`config.mk`:
```
export PLATFORM = sky130hd
export DESIGN_NAME = spi_slave
export DESIGN_NICKNAME = d
export VERILOG_FILES = /design/src/rtl/spi_slave.sv
export SDC_FILE = /design/constraint.sdc
export NUM_CORES = 1
export LEC_CHECK = 0
export CORE_ASPECT_RATIO = 1.1
export CORE_MARGIN = 2
export CORE_UTILIZATION = 48
export CTS_CLUSTER_SIZE = 40
export DETAILED_ROUTE_END_ITERATION = 16
export PLACE_DENSITY = 0.77
export SLEW_MARGIN = 30
export SYNTH_ARGS = -nofsm -noshare
export SYNTH_HDL_FRONTEND = slang
export SYNTH_SLANG_ARGS = --single-unit
```
`constraint.sdc`:
```
create_clock -name clk_i -period 1.4 [get_ports clk_i]
set_input_delay 0.28 -clock clk_i [delete_from_list [all_inputs] [get_ports clk_i]]
set_output_delay 0.28 -clock clk_i [all_outputs]
set_load 0.05 [all_outputs]
```
`src/rtl/spi_slave.sv`:
```
// spi_slave: SPI mode-0 (CPOL=0, CPHA=0) slave, oversampled on clk_i.
// Receives MSB-first words on MOSI and sends a preloaded word on MISO.
// Ports:
//   clk_i, rst_i        system clock, async active-high reset
//   sclk_i, mosi_i,     SPI pins from the master (asynchronous to clk_i)
//   ss_n_i
//   miso_o              serial data to the master
//   din_i, load_i       word to send and its capture strobe
//   dout_o              last fully received word
//   rx_done_tick_o      one-cycle pulse when dout_o updates
//   busy_o              high while selected
//   overrun_o           sticky: word received while the previous one was unacked
//   ack_i               consumer has read dout_o; clears overrun_o
module spi_slave #(
   parameter int unsigned DATA_WIDTH  = 8,
   parameter int unsigned SYNC_STAGES = 2
) (
   input  logic                  clk_i,
   input  logic                  rst_i,
   input  logic                  sclk_i,
   input  logic                  mosi_i,
   input  logic                  ss_n_i,
   output logic                  miso_o,
   input  logic [DATA_WIDTH-1:0] din_i,
   input  logic                  load_i,
   output logic [DATA_WIDTH-1:0] dout_o,
   output logic                  rx_done_tick_o,
   output logic                  busy_o,
   output logic                  overrun_o,
   input  logic                  ack_i
);

   localparam int unsigned CNT_W = (DATA_WIDTH > 2) ? $clog2(DATA_WIDTH) : 1;
   localparam int unsigned RX_W  = DATA_WIDTH - 1;

   typedef enum logic {IDLE, SHIFT} state_t;

   // Synchronisers and edge-detect history
   logic [SYNC_STAGES-1:0] sclk_sync_q, ss_sync_q, mosi_sync_q;
   logic                   sclk_prev_q, ss_prev_q;
   logic                   sclk_s, ss_s, mosi_s;
   logic                   sclk_rise, sclk_fall, ss_fall, ss_rise;

   always_ff @(posedge clk_i or posedge rst_i) begin
      if (rst_i) begin
         sclk_sync_q <= '0;
         ss_sync_q   <= '1;
         mosi_sync_q <= '0;
         sclk_prev_q <= 1'b0;
         ss_prev_q   <= 1'b1;
      end else begin
         sclk_sync_q <= {sclk_sync_q[SYNC_STAGES-2:0], sclk_i};
         ss_sync_q   <= {ss_sync_q[SYNC_STAGES-2:0], ss_n_i};
         mosi_sync_q <= {mosi_sync_q[SYNC_STAGES-2:0], mosi_i};
         sclk_prev_q <= sclk_s;
         ss_prev_q   <= ss_s;
      end
   end

   assign sclk_s    = sclk_sync_q[SYNC_STAGES-1];
   assign ss_s      = ss_sync_q[SYNC_STAGES-1];
   assign mosi_s    = mosi_sync_q[SYNC_STAGES-1];
   assign sclk_rise = sclk_s & ~sclk_prev_q;
   assign sclk_fall = ~sclk_s & sclk_prev_q;
   assign ss_fall   = ~ss_s & ss_prev_q;
   assign ss_rise   = ss_s & ~ss_prev_q;

   // Frame state; tx_shift MSB drives miso_o directly and is zero when idle
   state_t                state_q, state_d;
   logic [DATA_WIDTH-1:0] tx_buf_q, tx_buf_d;
   logic [DATA_WIDTH-1:0] tx_shift_q, tx_shift_d;
   logic [RX_W-1:0]       rx_shift_q, rx_shift_d;
   logic [CNT_W-1:0]      bit_cnt_q, bit_cnt_d;
   logic [DATA_WIDTH-1:0] dout_q, dout_d;
   logic                  tick_q, tick_d;
   logic                  busy_q, busy_d;
   logic                  overrun_q, overrun_d;
   logic                  pending_q, pending_d;

   always_ff @(posedge clk_i or posedge rst_i) begin
      if (rst_i) begin
         state_q    <= IDLE;
         tx_buf_q   <= '0;
         tx_shift_q <= '0;
         rx_shift_q <= '0;
         bit_cnt_q  <= '0;
         dout_q     <= '0;
         tick_q     <= 1'b0;
         busy_q     <= 1'b0;
         overrun_q  <= 1'b0;
         pending_q  <= 1'b0;
      end else begin
         state_q    <= state_d;
         tx_buf_q   <= tx_buf_d;
         tx_shift_q <= tx_shift_d;
         rx_shift_q <= rx_shift_d;
         bit_cnt_q  <= bit_cnt_d;
         dout_q     <= dout_d;
         tick_q     <= tick_d;
         busy_q     <= busy_d;
         overrun_q  <= overrun_d;
         pending_q  <= pending_d;
      end
   end

   // Next-state and datapath
   always_comb begin
      state_d    = state_q;
      tx_buf_d   = tx_buf_q;
      tx_shift_d = tx_shift_q;
      rx_shift_d = rx_shift_q;
      bit_cnt_d  = bit_cnt_q;
      dout_d     = dout_q;
      tick_d     = 1'b0;
      overrun_d  = overrun_q;
      pending_d  = pending_q;

      if (load_i) tx_buf_d = din_i;

      case (state_q)
         IDLE: begin
            if (ss_fall) begin
               state_d    = SHIFT;
               tx_shift_d = tx_buf_q;
               rx_shift_d = '0;
               bit_cnt_d  = '0;
            end
         end
         SHIFT: begin
            if (ss_rise) begin
               state_d    = IDLE;
               tx_shift_d = '0;
               bit_cnt_d  = '0;
            end else if (sclk_rise) begin
               rx_shift_d = RX_W'({rx_shift_q, mosi_s});
               if (bit_cnt_q == CNT_W'(DATA_WIDTH - 1)) begin
                  dout_d    = {rx_shift_q, mosi_s};
                  tick_d    = 1'b1;
                  bit_cnt_d = '0;
               end else begin
                  bit_cnt_d = bit_cnt_q + CNT_W'(1);
               end
            end else if (sclk_fall) begin
               // A zero count after a fall means the word just completed: start the next one
               if (bit_cnt_q == '0) tx_shift_d = tx_buf_q;
               else                 tx_shift_d = {tx_shift_q[DATA_WIDTH-2:0], 1'b0};
            end
         end
         default: state_d = IDLE;
      endcase

      busy_d = (state_d == SHIFT);

      // pending tracks an unacknowledged tick; an ack coincident with a tick acks it
      if (ack_i) begin
         overrun_d = 1'b0;
         pending_d = 1'b0;
      end else if (tick_d) begin
         if (pending_q) overrun_d = 1'b1;
         pending_d = 1'b1;
      end
   end

   assign miso_o         = tx_shift_q[DATA_WIDTH-1];
   assign dout_o         = dout_q;
   assign rx_done_tick_o = tick_q;
   assign busy_o         = busy_q;
   assign overrun_o      = overrun_q;

endmodule
```
==> summary.txt <==
Run status
  • Status: finished with violations
  • Failing checks: setup timing

Routing
  • Routed wire length: 4360 um
  • Post-route ant nets: 0
  • DRT iter0 DRCs: 70
  • Drt pass-1 iters: 4
  • Drt drc: 0
  • Vias per cell: 5.22
  • Vias: 1462
  • Wire per inst: 15.6 um

Clock tree
  • Root Driver: clkbuf_8
  • Clock latency on the worst-skew pair: 0.30 ns
  • CTS clk-pin slew, worst paths: 0.09 ns
  • Clock buffer depth: 2
  • Clock sink total: 46
  • Clock buffer count from CTS: 5
  • H-tree depth reported by CTS: 2
  • CTS tree: built

Timing
  • Worst-margin pin slew: 0.498 ns
  • Clock Skews: 0.0124 ns
  • Max-Slew Margin vs Limit: 0.666
  • Fin. Hold Viols: 0
  • Unrepaired setup endpoints after global routing: yes
  • Tcrit/Tclk final: 1.05
  • Fmax: 679 MHz
  • Worst Setup Slack, final: -0.0717 ns
  • Slew Viols, Final: 0
  • Tmin final: 1.47 ns
  • Final setup viols: 19

Critical path
  • Worst Path Arrival: 1.68 ns
  • Critical-path cell list: inv_2, or3_4, nand2_8, buf_6, mux2i_1
  • CP Capture Type: flip-flop
  • Reg2reg start: ss_prev_q
  • Startpoint of the worst setup timing path: ss_prev_q
  • WS Path Type: flip-flop to flip-flop
  • Worst-path maximum fanout: 4
  • Reg2Reg Depth: 5
  • Crit-path slowest cell: dfstp_2
  • Startpoint types: flip-flop
  • CP required: 1.61 ns
  • Worst path max stage delay: 0.56 ns

Global route
  • Largest net degree at the start of global routing: 21
  • First-pass GRT wire length: 6580 um
  • Number of global-route vias before repair: 1477
  • GRT Overall Usage: 0.188
  • Grt ovf: 0
  • Initial antenna violation count: 0

Job
  • Max Cap Violations: 0

Floorplan
  • Die X: 65.1 um
  • DIE HEIGHT: 71.2 um
  • Starting Density: 0.497
  • # IOs: 27
  • CORE AREA: 3960 um2
  • # rows: 24
  • Die area: 4640 um2

Logic synthesis
  • Sequential share of the synthesized area: 0.586
  • Synth Area per Inst: 11.5 um2
  • Synth area leader: dfrtp_1
  • Post-synthesis cell area: 1970 um2
  • Synth top area cells: dfrtp_1 55%, nand2_1 8.0%, mux2_2 5.1%
  • Synth Net Count: 190
  • Yosys Warn Count: 0
  • Synth top area share: 0.546
  • Post-synthesis instance total: 172
  • Flop and latch count out of synthesis: 46
  • Library cells used by synthesis: 35

Place
  • Placement Setup Slack: -0.101 ns
  • Buffers on Ports: 26
  • Placed cells: 260
  • HPWL after DPL: 2740 um
  • Gpl congestion: 0.758

Final layout
  • ANT cells: 0
  • Layout cell share with drive strength beyond 1: 0.382
  • Finished Layout Cells: 280
  • Area Overhead vs Synth: 45.1%
  • Final Util: 0.722
  • Nets: 245

Worst hold path
  • Hold Crit Class: input port to asynchronous set/reset pin

Power and ir drop
  • PwrDens: 1310 nW/um2
  • Leakage Power: 1.33 nW
  • Worst VDD drop: 0.857 mV
-- state kept, by name, indices dropped and copies added, names as in the netlist --
name	count
dout_o	8
tx_buf_q	8
tx_shift_q	8
rx_shift_q	7
bit_cnt_q	3
mosi_sync_q	2
sclk_sync_q	2
ss_sync_q	2
busy_o	1
overrun_o	1
pending_q	1
rx_done_tick_o	1
sclk_prev_q	1
ss_prev_q	1
-- cell usage in the layout, fill, tap and decap left out, types with 2 or more instances in the layout --
master            n
a21oi_1           8
a311o_1           6
buf_12           14
buf_4            18
buf_6             7
clkbuf_8          5
clkdlybuf4s50_1  14
clkinv_2          2
dfrtp_1          42
dfstp_2           3
inv_1            10
mux2_2            8
mux2_4            2
mux2i_1           8
nand2_1          41
nand2b_4          2
o21ai_1           2
o21ai_2           7
-- worst max-delay path: cells and delay by family, from the launching register on --
family        cells  cell delay (ns)
simple gates      2             0.45
mux               1             0.21
flops             1             0.56
buf+inv           2             0.15
-- worst paths after layout --
check / slack (ns) / to
min in group clk_i: 0.36 / mosi_sync_q[1]
worst min-delay path: 0.24 / bit_cnt_q[0]
worst max-delay path: -0.07 / tx_shift_q[0]
worst max register to register: -0.07 / tx_shift_q[0]
max in group asynchronous: 0.69 / tx_shift_q[0]
worst min register to register: 0.36 / mosi_sync_q[1]
-- where the power goes --
part           internal [mW]  switching (mW)  total [mW]
Combinational          0.560           0.578        1.14
Sequential              1.54           0.112        1.65
Clock                  0.525           0.438       0.963
-- metal layers --
metal  vias to the layer above  wire, um  track usage
li1                        685         -            -
met1                       733      1760        0.231
met2                        39      2360        0.326
met3                         5       172       0.0377
met4                         0        65       0.0764
met5                         -         0            0
-- layout make-up --
| type | instances | area [um2] |
|---|---|---|
| flip-flops and latches | 46 | 1160 |
| fillers | 274 | 1100 |
| multi-input cells | 107 | 818 |
| repair buffers | 54 | 659 |
| clock buffers | 5 | 68.8 |
| well taps | 52 | 65.1 |
| inverters | 13 | 53.8 |
| clock inverters | 3 | 40.0 |
-- repair_timing --
item                                    4_1_cts  5_1_grt
cloned                                        0        3
gates resized for setup                      11       20
hold buffers                                  0        0
buffers inserted                              4        5
endpoints found under the setup margin       25       28
pin swaps                                     2        8
-- cell usage after synthesis, drive strengths merged --
cell,instances
nand2,43
dfrtp,43
dfstp,3
and2,1
mux2,10
nor2b,3
nand3,1
buf,5
or3,1
a31oi,1
nor3b,1
o21ai,11
nand4b,1
nor2,1
clkbuf,2
nand2b,2
nor3,1
nand4,2
a21oi,9
mux2i,8
ha,3
inv,13
a311oi,1
a311o,6
-- per-stage QoR --
stage	TNS, ns	power, mW	instance area [um2]	hold WS, ns
after floorplan	-0.311	2.28	1980	0.284
after global placement	-0.0769	2.54	2520	0.333
after detailed placement	-0.590	2.61	2520	0.339
after CTS	-0.317	3.66	2710	0.246
after global routing	-1.72	3.96	2860	0.278
final	-0.545	3.75	2860	0.241
-- cell families (layout without fill, tap and decap cells) --
kind of cell / Yosys count / count (layout) / share of synthesized area
and+or+nand+nor: 57 / 58 / 0.153
buffers and inverters: 20 / 75 / 0.0463
AOI/OAI and AO/OA: 28 / 28 / 0.0983
DFF: 46 / 46 / 0.586
adders and majority gates: 3 / 3 / 0.0190
muxes: 18 / 18 / 0.0977
Power figures use the tool's default switching activity.
